**src/rtl/cpu_ctrl_pkg.sv**
```systemverilog
// Shared control-unit definitions: sequencer state encoding, ALU opcodes,
// branch condition codes and the strobe bundle driven towards the datapath.
package cpu_ctrl_pkg;

    typedef enum logic [2:0] {
        S_IDLE   = 3'd0,
        S_EVAL   = 3'd1,
        S_PCY    = 3'd2,
        S_ADD    = 3'd3,
        S_COMMIT = 3'd4
    } state_e;

    localparam logic [4:0] ALU_NOP = 5'd0;
    localparam logic [4:0] ALU_ADD = 5'd3;

    typedef enum logic [1:0] {
        C2_ZR = 2'b00,
        C2_NZ = 2'b01,
        C2_PL = 2'b10,
        C2_MI = 2'b11
    } c2_e;

    typedef struct packed {
        logic gra;
        logic r_out;
        logic con_in;
        logic pc_out;
        logic y_in;
        logic c_out;
        logic z_in;
        logic zlo_out;
        logic pc_in;
        logic busy;
        logic done;
    } strobes_t;

endpackage

```
**src/rtl/branch_sequencer_sat_counter.sv**
```systemverilog
// W-bit event counter that sticks at all-ones instead of wrapping.
module sat_counter #(
    parameter int unsigned W = 16
) (
    input  logic         clk,
    input  logic         reset_n,
    input  logic         inc,
    output logic [W-1:0] count
);

    logic [W-1:0] count_q, count_d;

    // NOTE: every always_comb output gets a default first so no path leaves it unassigned (no latch).
    always_comb begin
        count_d = count_q;
        if (inc && (count_q != '1)) begin
            count_d = count_q + W'(1);
        end
    end

    // NOTE: flops update with non-blocking assignments so all registers see pre-edge values.
    always_ff @(posedge clk or negedge reset_n) begin
        if (!reset_n) begin
            count_q <= '0;
        end else begin
            count_q <= count_d;
        end
    end

    assign count = count_q;

endmodule

```
**src/rtl/branch_sequencer.sv**
```systemverilog
// Five-step control sequencer for conditional branches: evaluates R[Ra] into the
// CON FF, forms PC+C through Y/Z, and loads PC only when the sampled CON_out is set.
module branch_sequencer #(
    parameter int unsigned C2_LSB  = 19,
    parameter int unsigned RA_LSB  = 23,
    parameter logic [4:0]  ALU_ADD = 5'd3,
    parameter int unsigned CNT_W   = 16
) (
    input  logic             clk,
    input  logic             reset_n,
    input  logic             start,
    input  logic [31:0]      ir,
    input  logic             con_out,
    output logic [1:0]       IR_bits,
    output logic [3:0]       ra_sel,
    output logic             gra,
    output logic             r_out,
    output logic             CON_in,
    output logic             pc_out,
    output logic             y_in,
    output logic             c_out,
    output logic [4:0]       alu_op,
    output logic             z_in,
    output logic             zlo_out,
    output logic             pc_in,
    output logic             busy,
    output logic             done,
    output logic             taken,
    output logic [CNT_W-1:0] taken_cnt,
    output logic [CNT_W-1:0] ntaken_cnt
);

    import cpu_ctrl_pkg::*;

    state_e     state_q, state_d;
    logic [1:0] ir_bits_q, ir_bits_d;
    logic [3:0] ra_sel_q, ra_sel_d;
    logic       taken_q, taken_d;
    logic       accept;
    logic       commit;
    strobes_t   strb;
    logic       unused_ir;

    // Only the condition and Ra fields matter; the rest of IR belongs to other units.
    assign unused_ir = ^ir;

    assign accept = (state_q == S_IDLE) && start;
    assign commit = (state_q == S_COMMIT);

    always_ff @(posedge clk or negedge reset_n) begin
        if (!reset_n) begin
            state_q   <= S_IDLE;
            ir_bits_q <= '0;
            ra_sel_q  <= '0;
            taken_q   <= 1'b0;
        end else begin
            state_q   <= state_d;
            ir_bits_q <= ir_bits_d;
            ra_sel_q  <= ra_sel_d;
            taken_q   <= taken_d;
        end
    end

    // A new branch is only taken from idle; any other encoding falls back to idle.
    always_comb begin
        state_d = S_IDLE;
        case (state_q)
            S_IDLE:   state_d = start ? S_EVAL : S_IDLE;
            S_EVAL:   state_d = S_PCY;
            S_PCY:    state_d = S_ADD;
            S_ADD:    state_d = S_COMMIT;
            default:  state_d = S_IDLE;
        endcase
    end

    always_comb begin
        ir_bits_d = ir_bits_q;
        ra_sel_d  = ra_sel_q;
        taken_d   = taken_q;
        if (accept) begin
            ir_bits_d = ir[C2_LSB +: 2];
            ra_sel_d  = ir[RA_LSB +: 4];
        end
        if (commit) begin
            taken_d = con_out;
        end
    end

    always_comb begin
        strb   = '0;
        alu_op = ALU_NOP;
        case (state_q)
            S_EVAL: begin
                strb.gra    = 1'b1;
                strb.r_out  = 1'b1;
                strb.con_in = 1'b1;
                strb.busy   = 1'b1;
            end
            S_PCY: begin
                strb.pc_out = 1'b1;
                strb.y_in   = 1'b1;
                strb.busy   = 1'b1;
            end
            S_ADD: begin
                strb.c_out = 1'b1;
                strb.z_in  = 1'b1;
                strb.busy  = 1'b1;
                alu_op     = ALU_ADD;
            end
            S_COMMIT: begin
                // con_out is a flop output, so it is stable for the whole commit cycle.
                strb.zlo_out = con_out;
                strb.pc_in   = con_out;
                strb.busy    = 1'b1;
                strb.done    = 1'b1;
            end
            default: strb = '0;
        endcase
    end

    assign gra     = strb.gra;
    assign r_out   = strb.r_out;
    assign CON_in  = strb.con_in;
    assign pc_out  = strb.pc_out;
    assign y_in    = strb.y_in;
    assign c_out   = strb.c_out;
    assign z_in    = strb.z_in;
    assign zlo_out = strb.zlo_out;
    assign pc_in   = strb.pc_in;
    assign busy    = strb.busy;
    assign done    = strb.done;
    assign IR_bits = ir_bits_q;
    assign ra_sel  = ra_sel_q;
    assign taken   = taken_q;

    sat_counter #(.W(CNT_W)) u_taken_cnt (
        .clk     (clk),
        .reset_n (reset_n),
        .inc     (commit && con_out),
        .count   (taken_cnt)
    );

    sat_counter #(.W(CNT_W)) u_ntaken_cnt (
        .clk     (clk),
        .reset_n (reset_n),
        .inc     (commit && !con_out),
        .count   (ntaken_cnt)
    );

endmodule
```
**config.mk**
```make
export PLATFORM = sky130hd
export DESIGN_NAME = branch_sequencer
export DESIGN_NICKNAME = d
export VERILOG_FILES = /design/src/rtl/cpu_ctrl_pkg.sv /design/src/rtl/branch_sequencer_sat_counter.sv /design/src/rtl/branch_sequencer.sv
export SDC_FILE = /design/constraint.sdc
export NUM_CORES = 1
export LEC_CHECK = 0
export CORE_MARGIN = 8
export CORE_UTILIZATION = 46
export CTS_CLUSTER_DIAMETER = 80
export DETAILED_ROUTE_END_ITERATION = 8
export GPL_TIMING_DRIVEN = 0
export PLACE_DENSITY = 0.86
export SLEW_MARGIN = 20
export SYNTH_ARGS = -nofsm -noshare
export SYNTH_HDL_FRONTEND = slang
export SYNTH_SLANG_ARGS = --single-unit
```
**constraint.sdc**
```tcl
create_clock -name clk -period 3.2 [get_ports clk]
set_input_delay 0.32 -clock clk [delete_from_list [all_inputs] [get_ports clk]]
set_output_delay 0.32 -clock clk [all_outputs]
set_load 0.02 [all_outputs]
```
==> flow_summary.yaml <==
finish:
  layout_common_cells: "clkdlybuf4s50_1 (60), dfrtp_1 (42), xor2_1 (17), buf_4 (12), nand3_1 (12)"
  final_common_cell: "clkdlybuf4s50_1"
  post-route-util: 0.6395
  diodes: 0
  nets: 303
  area_growth_pct: 36.68
  drive_above_1_share: 0.1547
  final_cells: 319
  nFillCells: 399
detailed_routing:
  totalWireLength_um: 4652
  routedWlPerCell_um: 14.58
  via_per_inst: 5.335
  vias: 1702
  drt-initial-drc-count: 52
  first_pass_iters: 4
  ant_nets: 0
  drc: 0
worst_setup_path:
  reg2reg_to: "u_taken_cnt.count[1]"
  critPathLaunchType: "register"
  required_ps: 2880
  crit_path_end_kind: "output port"
  ff2ff_setup_slack_ps: 1030
  cp.arrival_ps: 1960
  crit_chain: "buf_4 -> nor3b_1 -> buf_4 -> clkdlybuf4s50_1"
  path_max_fanout: 10
  critPathKind: "register to output port"
  reg2reg_from: "u_taken_cnt.count[0]"
  worst_path_most_repeated_cell: "buf_4"
  cp_slowest_cell: "clkdlybuf4s50_1"
  r2r_cells: 5
  max_stage_delay_ps: 590
logic_synthesis:
  async_flop_share: 1.000
  synth_area_sq_um: 2166
  synth_seq_cells: 42
  synth.distinct_cells: 38
  syn-instance-count: 193
  synth-edff-count: 0
  synth_area_per_cell_sq_um: 11.22
  synth_ff_type: "dfrtp_1"
  ys_warn_count: 0
  synth-seq-area-share: 0.4853
grt:
  grt_pass1_wl_um: 8100
  grt-ovfl-total: 0
  first_global_vias: 1715
  grt_use_total: 0.1368
  antenna_found_initial: 0
  grt_max_degree: 24
power:
  powerDensity_nw_per_um2: 641.3
  leakagePower_nw: 1.325
  vdd.ir_drop.worst_mv: 0.4689
floorplanning:
  dieArea_sq_um: 7160
  core-area_sq_um: 4629
  io_pins: 91
  initial_core_util: 0.4678
  dieHeight_um: 84.62
  rows: 25
  die_x_um: 84.62
place:
  gp_congestion: 0.7629
  portBuffers: 61
  dpl.cell_count: 311
  hpwl_um: 3610
timing:
  layout_min_cycle_time_ps: 2284
  min_period_over_period: 0.7137
  setup_violations: 0
  rsz0062_at_grt: "false"
  fin_setup_tns_ps: 0
  slew_violations: 0
  max_slew_margin: 0.4007
  worst_pin_slew_ps: 891.5
  hold_viol_final: 0
  max_freq_ghz: 0.4379
  skew_ps: 4.419
clocking:
  tritoncts: "yes"
  htree_levels: 2
  clock-sinks: 42
  clock_path_buffers: 2
  cts-root-buf: "clkbuf_8"
  hold_buffers: 1
  cts.clk_slew.worst_paths_ps: 80
  ctsResizeCount: 0
  post_cts_buffers: 0
  cts_made_buffers: 5
  insertion_delay_ps: 290
min_path:
  min_path_type: "register to register"
  holdPathEnd: "u_ntaken_cnt.count[10]"
  hold_path_startpoint: "u_ntaken_cnt.count[10]"
  hold_depth: 1
run_status:
  outcome: "completed"
run:
  maxCapViolCount: 0
-- cell families after synthesis --
logic type	share of synthesized area
buffers and inverters	0.05777
flip-flops	0.4853
AO/OA/AOI/OAI	0.02369
multiplexers	0.04680
adder cells (fa/ha/maj)	0.01155
AND/OR/NAND/NOR	0.2681
other	0.001731
XOR/XNOR	0.1051
-- how the worst max path moves through the flow --
stage | startpoint | to | slack [ps] | cells after the start
floorplan | u_taken_cnt.count[0] | u_taken_cnt.count[1] | 1270 | 5
global placement | reset_n | u_taken_cnt.count[15] | 700 | 1
detailed placement | con_out | zlo_out | 930 | 5
CTS | state_q[2] | r_out | 860 | 4
global route | state_q[0] | y_in | 810 | 4
finish | state_q[2] | r_out | 920 | 4
-- state kept, by name, summed over array words and instances, names as in the netlist --
| name | flops |
|---|---|
| taken | 1 |
| u_ntaken_cnt.count | 16 |
| IR_bits | 2 |
| state_q | 3 |
| ra_sel | 4 |
| u_taken_cnt.count | 16 |
-- final cells by class --
class / count / area [sq um] / share of cell area
well taps: 54 / 67.56 / 0.02282
plain buffers: 14 / 106.4 / 0.03593
flip-flops and latches: 42 / 1051 / 0.3550
clock buffers: 7 / 76.32 / 0.02578
multi-input cells: 134 / 997.2 / 0.3369
repair buffers: 63 / 643.1 / 0.2172
inverters: 5 / 18.77 / 0.006340
-- stage by stage --
stage | hold slack [ps] | total power [W] | worst slack, ps | cell area (sq um)
final | 490.3 | 0.001898 | 916.2 | 2960
after global routing | 508.0 | 0.002011 | 808.5 | 2960
after CTS | 495.8 | 0.001925 | 855.5 | 2960
after detailed placement | 318.3 | 0.001602 | 927.8 | 2874
after global placement | 477.3 | 0.001573 | 701.5 | 2851
after floorplan | 24.41 | 0.001213 | 1271 | 2173
-- cell usage after synthesis, drive strengths merged (2+ instances only) --
cell	instances	area, sq um
xor2	17	148.9
nand2	11	41.29
nand3	12	60.06
o21a	2	15.01
or2	3	18.77
inv	5	18.77
nand4	9	56.30
nor3	10	50.05
nor2	9	33.78
ha	2	25.02
and3	4	25.02
a21oi	3	15.01
dfrtp	42	1051
xnor2	9	78.83
nor3b	4	30.03
and3b	2	20.02
and4	5	43.79
mux2	9	101.4
buf	14	106.4
nor4b	5	65.06
nor4	5	52.55
-- critical path: cells and delay by family, from the launching register on --
family | cells | cell delay (ps)
AND/OR/NAND/NOR | 1 | 370
buffers and inverters | 3 | 940
flip-flops | 1 | 360
-- power breakdown --
part	switching [W]	internal, W
clock	0.000169	0.000150
combinational	0.000412	0.000459
sequential	0.0000789	0.000629
-- per-layer routing --
metal | track usage | vias up | part of all wire
met1 | 0.1597 | 821 | 0.44
li1 | - | 825 | -
met5 | 0 | - | 0
met2 | 0.2269 | 51 | 0.48
met3 | 0.05561 | 5 | 0.066
met4 | 0.03398 | 0 | 0.0067
No activity file was read; power rests on OpenSTA's default activity.
